### config.mk
export PLATFORM = sky130hd
export DESIGN_NAME = lane_queue
export DESIGN_NICKNAME = d
export VERILOG_FILES = /design/src/rtl/intersection_traffic_model_pkg.sv /design/src/rtl/intersection_traffic_model_lane_queue.sv
export SDC_FILE = /design/constraint.sdc
export NUM_CORES = 1
export LEC_CHECK = 0
export ABC_AREA = 1
export BUFFER_PORTS_ARGS = -buffer_cell sky130_fd_sc_hd__buf_2
export CAP_MARGIN = 20
export CORE_AREA = 10 10 47 49
export CTS_BUF_LIST = sky130_fd_sc_hd__clkbuf_8 sky130_fd_sc_hd__clkbuf_16
export CTS_CLUSTER_SIZE = 12
export DETAILED_ROUTE_END_ITERATION = 10
export DIE_AREA = 0 0 57 59
export GPL_TIMING_DRIVEN = 0
export REMOVE_ABC_BUFFERS = 1
export SKIP_CTS_REPAIR_TIMING = 1
export SLEW_MARGIN = 30
export SYNTH_ARGS = -nofsm -noshare
export SYNTH_HDL_FRONTEND = slang
export SYNTH_SLANG_ARGS = --single-unit
export TNS_END_PERCENT = 5
### constraint.sdc
create_clock -name clk -period 3.06 [get_ports clk]
set_input_delay 0.918 -clock clk [delete_from_list [all_inputs] [get_ports clk]]
set_output_delay 0.918 -clock clk [all_outputs]
set_load 0.03 [all_outputs]
### src/rtl/intersection_traffic_model_pkg.sv
// Shared constants for the five-lane intersection model: lane indices,
// per-lane flow state and the legal non-red light sets.
package traffic_model_pkg;

   localparam int NUM_LANES = 5;

   localparam int LANE_ES = 0;
   localparam int LANE_WS = 1;
   localparam int LANE_EL = 2;
   localparam int LANE_WL = 3;
   localparam int LANE_NS = 4;

   typedef enum logic {
      STOPPED = 1'b0,
      FLOWING = 1'b1
   } lane_state_t;

   // Maximal sets of lanes that may be non-red together (bit = lane index).
   localparam logic [NUM_LANES-1:0] LEGAL_ES_WS = 5'b00011;
   localparam logic [NUM_LANES-1:0] LEGAL_ES_EL = 5'b00101;
   localparam logic [NUM_LANES-1:0] LEGAL_WS_WL = 5'b01010;
   localparam logic [NUM_LANES-1:0] LEGAL_WL_EL = 5'b01100;
   localparam logic [NUM_LANES-1:0] LEGAL_NS    = 5'b10000;

   // A non-red set is legal when it fits entirely inside one legal set.
   // The empty (all-red) set fits inside every one of them.
   function automatic logic light_set_legal(input logic [NUM_LANES-1:0] non_red);
      logic legal;
      legal = 1'b0;
      legal = legal | ((non_red & ~LEGAL_ES_WS) == 5'b00000);
      legal = legal | ((non_red & ~LEGAL_ES_EL) == 5'b00000);
      legal = legal | ((non_red & ~LEGAL_WS_WL) == 5'b00000);
      legal = legal | ((non_red & ~LEGAL_WL_EL) == 5'b00000);
      legal = legal | ((non_red & ~LEGAL_NS)    == 5'b00000);
      return legal;
   endfunction

endpackage

### src/rtl/intersection_traffic_model_lane_queue.sv
// One lane of the intersection: car queue counter, sticky overflow flag and
// a STOPPED/FLOWING state machine with a down-counting launch timer.
module lane_queue
   import traffic_model_pkg::*;
#(
   parameter int CNT_W      = 4,
   parameter int STARTUP    = 1,
   parameter int DEPART_GAP = 2
) (
   input  logic             clk,
   input  logic             reset,
   input  logic             arrive,
   input  logic             go,
   input  logic             amber,
   output logic             depart,
   output logic [CNT_W-1:0] count,
   output logic             overflow
);

   localparam int TMR_MAX = (STARTUP > DEPART_GAP) ? STARTUP : DEPART_GAP;
   localparam int TMR_W   = $clog2(TMR_MAX + 1);

   localparam logic [TMR_W-1:0] T_START = TMR_W'(STARTUP);
   localparam logic [TMR_W-1:0] T_GAP   = TMR_W'(DEPART_GAP - 1);
   localparam logic [TMR_W-1:0] T_ZERO  = {TMR_W{1'b0}};
   localparam logic [TMR_W-1:0] T_ONE   = TMR_W'(1);
   localparam logic [CNT_W-1:0] C_ZERO  = {CNT_W{1'b0}};
   localparam logic [CNT_W-1:0] C_ONE   = CNT_W'(1);
   localparam logic [CNT_W-1:0] C_MAX   = {CNT_W{1'b1}};

   lane_state_t      state_r;
   logic [TMR_W-1:0] tmr_r;
   logic [CNT_W-1:0] cnt_r;
   logic             ovf_r;
   logic             active_s;
   logic             depart_s;

   // Lane moves on green, or on yellow only if cars were already flowing;
   // a car leaves when the timer has expired and the queue is not empty.
   always_comb begin
      active_s = 1'b0;
      depart_s = 1'b0;
      if (go) begin
         active_s = 1'b1;
      end else if (amber && (state_r == FLOWING)) begin
         active_s = 1'b1;
      end else begin
         active_s = 1'b0;
      end
      if (active_s && (tmr_r == T_ZERO) && (cnt_r != C_ZERO)) begin
         depart_s = 1'b1;
      end else begin
         depart_s = 1'b0;
      end
   end

   // Flow state, launch timer, queue count and sticky overflow.
   always_ff @(posedge clk) begin
      if (reset) begin
         state_r <= STOPPED;
         tmr_r   <= T_START;
         cnt_r   <= C_ZERO;
         ovf_r   <= 1'b0;
      end else begin
         if (!go && !amber) begin
            state_r <= STOPPED;
            tmr_r   <= T_START;
         end else if (active_s) begin
            if (tmr_r != T_ZERO) begin
               tmr_r <= tmr_r - T_ONE;
            end else if (cnt_r != C_ZERO) begin
               tmr_r   <= T_GAP;
               state_r <= FLOWING;
            end else begin
               state_r <= FLOWING;
            end
         end else begin
            // yellow while stopped: freeze, never launch a new car
            state_r <= state_r;
            tmr_r   <= tmr_r;
         end

         case ({arrive, depart_s})
            2'b10: begin
               if (cnt_r == C_MAX) begin
                  ovf_r <= 1'b1;
               end else begin
                  cnt_r <= cnt_r + C_ONE;
               end
            end
            2'b01:   cnt_r <= cnt_r - C_ONE;
            default: cnt_r <= cnt_r;
         endcase
      end
   end

   assign depart   = depart_s;
   assign count    = cnt_r;
   assign overflow = ovf_r;

endmodule

-- Word level (Yosys, flattened, before mapping)
Index checks and enable logic that the tools add are counted.
- add/sub/neg operators: 3
- eq/ne operators: 4
- mux-type cells: 7
- bitwise gates (word level): 1
- reduce and logical (&&, ||, !) cells: 16
- operator list (cell ; count):
    $pmux 4 s2 ; 1
    $reduce_and 2->1 ; 4
    $reduce_bool 2->1 ; 3
    $add 4x1->4 const B ; 1
    $eq 4x4->1 const B ; 1
    $logic_and 1x1->1 ; 4
    $mux 2 ; 2
    $mux 4 ; 1
    $reduce_bool 4->1 ; 1
    $sub 4x1->4 const B ; 1
    $mux 1 ; 3
    $eq 2x1->1 const B ; 1
    $eq 2x2->1 const B ; 1
    $logic_not 1->1 ; 2
    $logic_not 2->1 ; 1
    $ne 2x2->1 const B ; 1
    $reduce_or 2->1 ; 1
    $sub 2x1->2 const B ; 1
    $not 1->1 ; 1
- register bits after elaboration: 8
- bits of input ports: 5
- output and inout port bits: 6
- word-level logic and storage cells: 35

-- Longest topological paths before layout
Gate-level depths: netlist of the first run.
- word-level depth: 9
- depth in mapped cells: 14
- gate-level depth less buffers: 14

-- Least setup slack after synthesis of the first run
OpenSTA, ideal clock, no wires.
- kind: in2reg
- from: in amber
- to: reg cnt_r[3], in the netlist count[3]
- library setup time: 0.115 ns
- data arrival time: 2.196 ns
- data required time: 2.945 ns
- slack: 0.749 ns
- stages on the path: 13
- buffers on the path: 0
- cell sequence: nand2_2 nand2_4 nand2_4 nor2_8 nand2_4 inv_2 ha_1 nand3_1 nand3_1 inv_1 nand3_2 a21oi_1 nor2_1
- word-level cells in the longest chain between the ends: 9
- elaborated cells on any way between the ends: 12
- classes of those cells: 3 x eq/ne; 4 x mux; 5 x reduce/logical
- RTL lines (element ; RTL line ; text):
    start, declared ; intersection_traffic_model_lane_queue.sv:14 ; input logic amber,
    $logic_and 1x1->1 (*) ; intersection_traffic_model_lane_queue.sv:45 ; end else if (amber && (state_r == FLOWING)) begin
    $mux 1 (*) ; intersection_traffic_model_lane_queue.sv:45 ;
    $mux 1 (*) ; intersection_traffic_model_lane_queue.sv:43 ; if (go) begin
    $logic_and 1x1->1 (*) (2 in a row) ; intersection_traffic_model_lane_queue.sv:50 ; if (active_s && (tmr_r == T_ZERO) && (cnt_r != C_ZERO)) begin
    $mux 1 (*) ; intersection_traffic_model_lane_queue.sv:50 ;
    net depart ; intersection_traffic_model_lane_queue.sv:15 ; output logic depart,
    $eq 2x2->1 / $eq 2x1->1 (equally long branches) ; intersection_traffic_model_lane_queue.sv:83 ; case ({arrive, depart_s})
    $ne 2x2->1 (no source line) / $reduce_bool 2->1 (equally long branches) ; n/a ;
    $reduce_and 2->1 (no source line) ; n/a ;
    end signal, assigned ; intersection_traffic_model_lane_queue.sv:88 ; cnt_r <= cnt_r + C_ONE;
    end signal, assigned ; intersection_traffic_model_lane_queue.sv:91 ; 2'b01: cnt_r <= cnt_r - C_ONE;
    end signal, assigned ; intersection_traffic_model_lane_queue.sv:92 ; default: cnt_r <= cnt_r;
    end, declared ; intersection_traffic_model_lane_queue.sv:33 ; logic [CNT_W-1:0] cnt_r;
The timed path passes the listed nets; every way through them passes the cells marked *.
A chain may end at the register's enable or synchronous reset.

-- Worst setup path after layout of the first run
- from: in amber
- to: out depart
- word-level cells in the longest chain between the ends: 6
- RTL lines (element ; RTL line):
    $logic_and 1x1->1 ; intersection_traffic_model_lane_queue.sv:45
    $mux 1 ; intersection_traffic_model_lane_queue.sv:45
    $mux 1 ; intersection_traffic_model_lane_queue.sv:43
    $logic_and 1x1->1 (2 in a row) ; intersection_traffic_model_lane_queue.sv:50
    $mux 1 ; intersection_traffic_model_lane_queue.sv:50
    end, declared ; intersection_traffic_model_lane_queue.sv:15
Every way passes these cells.

==> summary.md, run 1 <==
| Metric | Value |
|---|---|
| Outcome | finished, final reports clean |
| Layout area overhead | 21.8% |
| Post-synth ARST share | 0% |
| Clk network pwr share | 39.2% |
| Die H | 59 um |
| First-pass detailed-route iteration total | 4 |
| Remaining global-route overflow | 0 |
| Post-synth top area cell | dfxtp_1 |
| Post-DR vias/cell | 4.61 |
| Top post-synthesis cells by area | dfxtp_1 31%, nand2_4 8.8%, inv_1 6.6%, nor2_1 6.6%, ha_1 4.9% |
| Worst path required time | 2140 ps |
| Yosys reg bits | 8 |
| Comb pwr share | 23.2% |
| CTS tree | built |
| CP Class | input pin to primary output |
| P per Cell Area | 515 nW/um2 |
| ANT nets after route | 0 |
| Setup violators final | 0 |
| H-tree levels | 1 |
| Switching pwr | 0.0000999 W |
| Yosys warns | 0 |
| Worst Path Arrival | 1580 ps |
| Inst Count DP | 93 |
| Clk root buf | clkbuf_8 |
| GRT Resource Usage Total | 6.92% |
| Max rail drop VDD | 0.283 mV |
| Syn avg cell area | 7.64 um2 |
| Placed cell areas | 582 um2 |
| Syn Std Cell Area | 512 um2 |
| Crit-path max cell delay | 210 ps |
| CP delay by family, top | simple AND/OR/NAND/NOR gates |
| Number of antenna violations at the first check in global routing | 0 |
| Post-synth cell types | 21 |
| Site Rows | 14 |
| Min cycle time layout | 2490 ps |
| Routability Congestion | 0.664 |
| # IOs | 11 |
| Cell area after layout | 623 um2 |
| Startpoint type of the worst setup path | input pin |
| Post-route clock period utilization | 81.5% |
| Fill cells | 158 |
| R2R Setup Slk | 1240 ps |
| Crit path buffers/inverters | 2 |
| Seq. cell area | 160 um2 |
| Detailed-route via count | 443 |
| Largest net degree at the start of global routing | 7 |
| Reg2Reg Depth | 13 |
| Fmax | 401 MHz |
| DRC Markers | 0 |
| 1st-iter DRT viols | 4 |
| Flop pwr share | 37.6% |
| Diodes inserted | 0 |
| Hold path cells | 1 |
| Primary FF master, synth | dfxtp_1 |
| Final WL | 1030 um |
| Die X | 57 um |
| Worst-path fanout max | 4 |
| IO buf count | 10 |
| Hold-critical path endpoint | overflow$_SDFFE_PP0P_ |
| Sw Share | 31.1% |
| Share of post-route cells with drive strength above 1 | 35.0% |
| Core ar. | 1400 um2 |
| Clock Latency Late Sink | 230 ps |
| Multi-input logic area | 295 um2 |
| Worst-path clk slew | 40 ps |
| Clock Tree Buf Depth | 2 |
| Max cap viols | 0 |
| Vias in the first global route | 470 |
| Number of synthesized flops with an enable pin | 0 |
| Yosys top cell area share | 31.3% |
| Synthesized instance count | 67 |
| Critical-path top delay cell | buf_2 |
| Final Hold Vio Count | 0 |
| Hpwl dp | 850 um |
| HP Class | register to register |
| Slew margin rel. | 83.7% |
| Post-synthesis sequential area ratio | 31.3% |
| First-pass GRT wire length | 1880 um |
| Drt wl/cell | 10.7 um |
| CP cell instances | buf_2, nand2_2, nand2_4, nand2_4, nor2_8, buf_2 |
| Final net count | 90 |
| Leak | 0.334 nW |
| P_int | 0.000221 W |
| Die ar. | 3360 um2 |
| Hold_sp | overflow$_SDFFE_PP0P_ |
| RSZ-0062 raised after global routing | no |
| Total CTS buffers | 3 |
| Final setup TNS | 0 ps |
| Starting Density | 36.5% |
| FF-to-FF End | count[3]$_SDFFE_PP0P_ |
| Tightest Pin Transition | 241 ps |
| Pins Over Slew Limit | 0 |
| CP Depth | 6 |
| Top post-synthesis cells by count | 9 x inv_1, 9 x nor2_1, 8 x dfxtp_1 |
| Crit. End Element | primary output |
| Setup Skew | 4.23 ps |
| Clock sink count | 8 |
| Worst r2r src | count[0]$_SDFFE_PP0P_ |
| Non-filler instance count after layout | 96 |
==> power groups by stage <==
stage | Combinational [W] | Sequential (W) | Clock [W]
6_report | 0.0000744 | 0.000121 | 0.000126
5_1_grt | 0.0000835 | 0.000122 | 0.000133
4_1_cts | 0.0000755 | 0.000121 | 0.000130
3_5_place_dp | 0.0000747 | 0.000123 | 0
3_3_place_gp | 0.0000737 | 0.000122 | 0
2_1_floorplan | 0.0000488 | 0.000131 | 0
==> layout make-up <==
type,instances,area share [%]
well taps,16,3.21
multi-input cells,44,47.4
flip-flops and latches,8,25.7
repair buffers,10,8.03
inverters,15,9.04
clock buffers,3,6.63
==> routing by layer <==
| layer | GRT usage [%] | part of all wire, % | vias up |
|---|---|---|---|
| met1 | 6.67 | 43 | 195 |
| met5 | 0 | 0 | - |
| met2 | 12.4 | 52 | 5 |
| met4 | 5.03 | 2.4 | 0 |
| li1 | - | - | 239 |
| met3 | 1.93 | 2.3 | 4 |
==> per-stage QoR <==
stage | setup slack [ps] | power, W | util [%] | hold slack (ps)
final | 566 | 0.000321 | 44.5 | 452
after global routing | 502 | 0.000339 | 44.5 | 481
after detailed placement | 557 | 0.000197 | 41.5 | 448
after floorplan | 749 | 0.000179 | - | 442
after global placement | 567 | 0.000196 | 41.5 | 445
after CTS | 555 | 0.000327 | 44.5 | 457
==> cells in the final DEF (no fill, tap or decap), types with 2 or more instances in the layout <==
master / n
nand3_1: 5
clkbuf_8: 3
o21ai_1: 3
inv_2: 6
dfxtp_1: 8
nand2_1: 6
inv_1: 9
buf_2: 10
nand2_4: 4
ha_1: 2
a21oi_1: 2
nand4_1: 2
nand2_2: 2
nor2_1: 9
==> worst register-to-register path: stages (launching register included) <==
cell and delay (ps):
dfxtp_1 350, nor2_1 140, nand2_2 70, inv_2 100
nor2_8 50, nand2_4 80, inv_2 40, ha_1 320
nand3_1 100, nand3_1 90, inv_1 80, nand3_2 80
a21oi_1 140, nor2_1 50
==> worst max-delay path by stage <==
stage                      from               endpoint
after floorplan           amber  count[3]$_SDFFE_PP0P_
after global placement    amber                 depart
after detailed placement  amber                 depart
after CTS                 amber                 depart
after global routing      amber                 depart
final                     amber                 depart
==> sequential cells by signal, summed over array words and instances (netlist names) <==
signal / count
count: 4
tmr_r: 2
overflow: 1
state_r: 1
==> cells by family (layout without fill, tap and decap cells) <==
| logic type | after synthesis | count (layout) | synth area share [%] |
|---|---|---|---|
| AO/OA/AOI/OAI | 8 | 8 | 8.56 |
| XOR/XNOR | 1 | 1 | 1.71 |
| adder cells (fa/ha/maj) | 3 | 3 | 8.80 |
| AND/OR/NAND/NOR | 32 | 32 | 38.6 |
| flip-flops | 8 | 8 | 31.3 |
| buffers and inverters | 15 | 28 | 11.0 |
Note: power is estimated with default switching activity, not from simulation.
==> inputs of run 2 (changes only) <==
ABC_AREA = 0   (was 1)
CORE_AREA = unset   (was 10 10 47 49)
CORE_MARGIN = 10   (was unset)
CORE_UTILIZATION = 40   (was unset)
DIE_AREA = unset   (was 0 0 57 59)
clock period = 2 ns   (was 3.06 ns; I/O delays follow)
==> summary.md, run 2 <==
| Metric | Value |
|---|---|
| Outcome | finished with violations |
| Failing checks | setup timing |
| Final WL | 1600 um |
| Number of synthesized flops with an enable pin | 0 |
| Count leader, synth | dfxtp_1 |
| Remaining global-route overflow | 0 |
| Yosys reg bits | 8 |
| Multi-input logic area | 439 um2 |
| Setup violators final | 4 |
| Most frequent cells in the layout | 10 x buf_2, 9 x buf_4, 6 x nor2_1 |
| Detailed-route via count | 593 |
| Worst path required time | 1400 ps |
| Leak | 0.359 nW |
| Die X | 57.4 um |
| Final Hold Vio Count | 0 |
| Post-synth cell types | 35 |
| Min cycle time layout | 2210 ps |
| Post-synth ARST share | 0% |
| Worst-path clk slew | 40 ps |
| Pins Over Slew Limit | 0 |
| Layout area overhead | 46.9% |
| ANT nets after route | 0 |
| Post-synth top area cell | dfxtp_1 |
| DRC Markers | 0 |
| Yosys top cell area share | 28.6% |
| Max cap viols | 0 |
| Largest net degree at the start of global routing | 10 |
| First-pass GRT wire length | 2230 um |
| Die ar. | 3300 um2 |
| Vias in the first global route | 490 |
| Total CTS buffers | 3 |
| Syn avg cell area | 8.76 um2 |
| RSZ-0062 raised after global routing | yes |
| 1st-iter DRT viols | 18 |
| Worst Path Arrival | 1610 ps |
| Top post-synthesis cells by count | 8 x dfxtp_1, 6 x a21oi_1, 6 x nor2_1 |
| Yosys warns | 0 |
| Top post-synthesis cells by area | dfxtp_1 29%, o311ai_0 6.3%, a21oi_1 5.4%, ha_1 4.5%, nor2_1 4.0% |
| H-tree levels | 1 |
| Post-synthesis sequential area ratio | 28.6% |
| Site Rows | 13 |
| Fmax | 453 MHz |
| Crit path buffers/inverters | 3 |
| Seq. cell area | 170 um2 |
| CP Class | register to primary output |
| CP delay by family, top | simple AND/OR/NAND/NOR gates |
| # IOs | 11 |
| Core ar. | 1320 um2 |
| IO buf count | 10 |
| Hpwl dp | 1060 um |
| Syn Std Cell Area | 561 um2 |
| Drt wl/cell | 15.9 um |
| Max reg flops | 4 |
| Clk root buf | clkbuf_8 |
| Slew margin rel. | 72.5% |
| Diodes inserted | 0 |
| First-pass detailed-route iteration total | 4 |
| Tightest Pin Transition | 409 ps |
| Share of post-route cells with drive strength above 1 | 50.0% |
| Final net count | 96 |
| Worst-path fanout max | 3 |
| GRT Resource Usage Total | 8.33% |
| Startpoint type of the worst setup path | register |
| Non-filler instance count after layout | 101 |
| Fill cells | 104 |
| Clock Latency Late Sink | 220 ps |
| Clock sink count | 8 |
| Clock Tree Buf Depth | 2 |
| Post-route clock period utilization | 110% |
| Critical-path top delay cell | or4_4 |
| Setup Skew | 2.50 ps |
| Crit-path max cell delay | 570 ps |
| Starting Density | 42.5% |
| Die H | 57.4 um |
| Primary FF master, synth | dfxtp_1 |
| Synthesized instance count | 64 |
| Cell area after layout | 823 um2 |
| Inst Count DP | 88 |
| Final WS setup | -208 ps |
| Commonest non-fill, non-tap cell in the layout | buf_2 |
| Routability Congestion | 0.825 |
| Max rail drop VDD | 0.529 mV |
| Post-DR vias/cell | 5.87 |
| CTS tree | built |
| Number of antenna violations at the first check in global routing | 0 |
| HP Class | register to register |
| Crit. End Element | primary output |
| CP cell instances | or4_4, buf_4, nand3_2, inv_1, buf_2 |
| P per Cell Area | 654 nW/um2 |
| Placed cell areas | 626 um2 |
-- run 2: cell families after synthesis --
group           synth area share (%)
compound gates                  29.9
fa+ha+maj                       8.04
xor+xnor                        1.56
buf+inv                         4.02
simple gates                    25.9
flops                           28.6
mux                             2.01
-- run 2: path summary, 6_finish.rpt --
kind / from / end / slack [ps] / depth (start not counted)
max: count[1]$_SDFFE_PP0P_ / depart / -210 / 5
min reg2reg: overflow$_SDFFE_PP0P_ / overflow$_SDFFE_PP0P_ / 460 / 2
min: overflow$_SDFFE_PP0P_ / overflow$_SDFFE_PP0P_ / 460 / 2
max reg2reg: count[1]$_SDFFE_PP0P_ / count[3]$_SDFFE_PP0P_ / -200 / 8
-- run 2: per-layer routing --
metal,global-route usage [%],share of wire [%],up-vias
li1,-,-,291
met1,9.94,45,280
met2,12.3,49,20
met3,2.43,4.9,2
met4,6.04,0.87,0
met5,0,0,-
-- run 2: where the power goes --
part	total, W	switching, W	internal, W
sequential	0.000186	0.0000152	0.000171
combinational	0.000168	0.0000919	0.0000757
clock	0.000185	0.0000550	0.000130
-- run 2: area by class of cell --
class | count | share of cell area (%)
Clock buffer | 3 | 5.02
Inverter | 5 | 3.04
Multi-Input combinational cell | 50 | 53.3
Sequential cell | 8 | 20.7
Tap cell | 15 | 2.28
Timing Repair Buffer | 20 | 15.7
-- run 2: worst min-delay path: cells and delay by family, from the launching register on --
family | cells | cell delay (ps)
simple gates | 1 | 70
compound gates | 1 | 50
flops | 1 | 310
-- run 2: through the flow --
| step | power [W] | util (%) | worst slack [ps] | TNS (ps) | hold slack, ps |
|---|---|---|---|---|---|
| after global placement | 0.000308 | 47.5 | -464 | -733 | 451 |
| after detailed placement | 0.000307 | 47.5 | -470 | -708 | 455 |
| final | 0.000538 | 62.5 | -208 | -508 | 461 |
| after CTS | 0.000498 | 50.6 | -466 | -809 | 467 |
| after global routing | 0.000568 | 62.5 | -294 | -782 | 502 |
| after floorplan | 0.000273 | - | -439 | -488 | 506 |
==> inputs of run 3 (changes only) <==
CAP_MARGIN = unset   (was 20)
clock period = 2.3 ns   (was 2 ns; I/O delays follow)
==> summary.md, run 3 (synthesis gave the netlist of run 2 again) <==
| Metric | Value |
|---|---|
| Post-DR vias/cell | 6.08 |
| Final setup TNS | -26.5 ps |
| Final Util | 58.3% |
| Setup violators final | 1 |
| Site Rows | 13 |
| H-tree levels | 1 |
| HP Class | register to register |
| Clock sink count | 8 |
| First-pass GRT wire length | 2230 um |
| # IOs | 11 |
| Leak | 0.351 nW |
| Total CTS buffers | 3 |
| Pins Over Slew Limit | 0 |
| Commonest non-fill, non-tap cell in the layout | buf_2 |
| Placed cell areas | 626 um2 |
| Outcome | finished with violations |
| Final WL | 1670 um |
| Final net count | 94 |
| 1st-iter DRT viols | 12 |
| Failing checks | setup timing |
| Most frequent cells in the layout | 9 x buf_2, 8 x buf_4, 6 x nor2_1 |
| Met2 wire len | 807 um |
| Die X | 57.4 um |
| CTS tree | built |
| Number of antenna violations at the first check in global routing | 0 |
| Die ar. | 3300 um2 |
| Clock Tree Buf Depth | 2 |
| GRT Resource Usage Total | 8.33% |
| Post-route clock period utilization | 101% |
| Drt wl/cell | 16.9 um |
| Detailed-route via count | 602 |
| Slew margin rel. | 73.9% |
| First-pass detailed-route iteration total | 4 |
| Worst-path clk slew | 40 ps |
| Hpwl dp | 1060 um |
| Largest net degree at the start of global routing | 10 |
| CP Class | register to register |
| WHS | 454 ps |
| Core ar. | 1320 um2 |
| Metal3 WL | 87 um |
| Layout area overhead | 37.1% |
| Clock Latency Late Sink | 220 ps |
| Share of post-route cells with drive strength above 1 | 41.7% |
| Clk root buf | clkbuf_8 |
| Crit. End Element | register |
| Worst Path Arrival | 2430 ps |
| Starting Density | 42.5% |
| Setup Skew | 3.11 ps |
| Startpoint type of the worst setup path | register |
| Routability Congestion | 0.825 |
| Vias in the first global route | 490 |
| Max reg flops | 4 |
| Diodes inserted | 0 |
| IO buf count | 10 |
| Min cycle time layout | 2330 ps |
| Die H | 57.4 um |
| Metal-1 WL | 720 um |
| Max cap viols | 0 |
| Fmax | 430 MHz |
| Worst path required time | 2400 ps |
| Final Hold Vio Count | 0 |
| DRC Markers | 0 |
| Cell area after layout | 768 um2 |
| P per Cell Area | 594 nW/um2 |
| Max rail drop VDD | 0.437 mV |
| Worst-path fanout max | 6 |
| Remaining global-route overflow | 0 |
| Final WS setup | -26.5 ps |
| Tightest Pin Transition | 386 ps |
| Highest routed metal layer | met4 |
| ANT nets after route | 0 |
## run 3: final cells by class
cell class                 instances  area [um2]
fill                             115         549
clock buffer                       3        41.3
multi-input combinational         50         404
inverter                           5        18.8
tap                               15        18.8
timing repair buffer              18         116
sequential                         8         169
## run 3: power breakdown
group          internal (W)  switching, W
Sequential         0.000148     0.0000129
Combinational     0.0000591     0.0000745
Clock              0.000113     0.0000489
Total              0.000320      0.000136
## run 3: per-layer routing
metal  vias to the layer above  GRT usage (%)
li1                        292              -
met1                       284           9.94
met2                        20           12.3
met3                         6           2.43
met4                         0           6.04
met5                         -              0
## run 3: through the flow
| step | cells | worst slack [ps] | total power [W] |
|---|---|---|---|
| after detailed placement | 88 | -260 | 0.000267 |
| after CTS | 91 | -166 | 0.000433 |
| after global routing | 99 | -73.0 | 0.000479 |
| final | 99 | -26.5 | 0.000457 |
| after global placement | 88 | -254 | 0.000267 |
| after floorplan | 63 | -139 | 0.000237 |
## run 3: worst paths after layout
kind,start,to,slack [ps],cells past startpoint
hold / removal,overflow$_SDFFE_PP0P_,overflow$_SDFFE_PP0P_,450,2
setup reg to reg,count[0]$_SDFFE_PP0P_,count[3]$_SDFFE_PP0P_,-30,8
setup / recovery,count[0]$_SDFFE_PP0P_,count[3]$_SDFFE_PP0P_,-30,8
hold reg to reg,overflow$_SDFFE_PP0P_,overflow$_SDFFE_PP0P_,450,2
## run 3: worst max-delay path: stages, from the launching register on
cell,delay (ps)
dfxtp_4,360
or4_4,550
nand4_4,150
inv_2,60
ha_4,290
nand3_2,90
a211oi_2,300
a2bb2oi_2,100
mux2_1,310
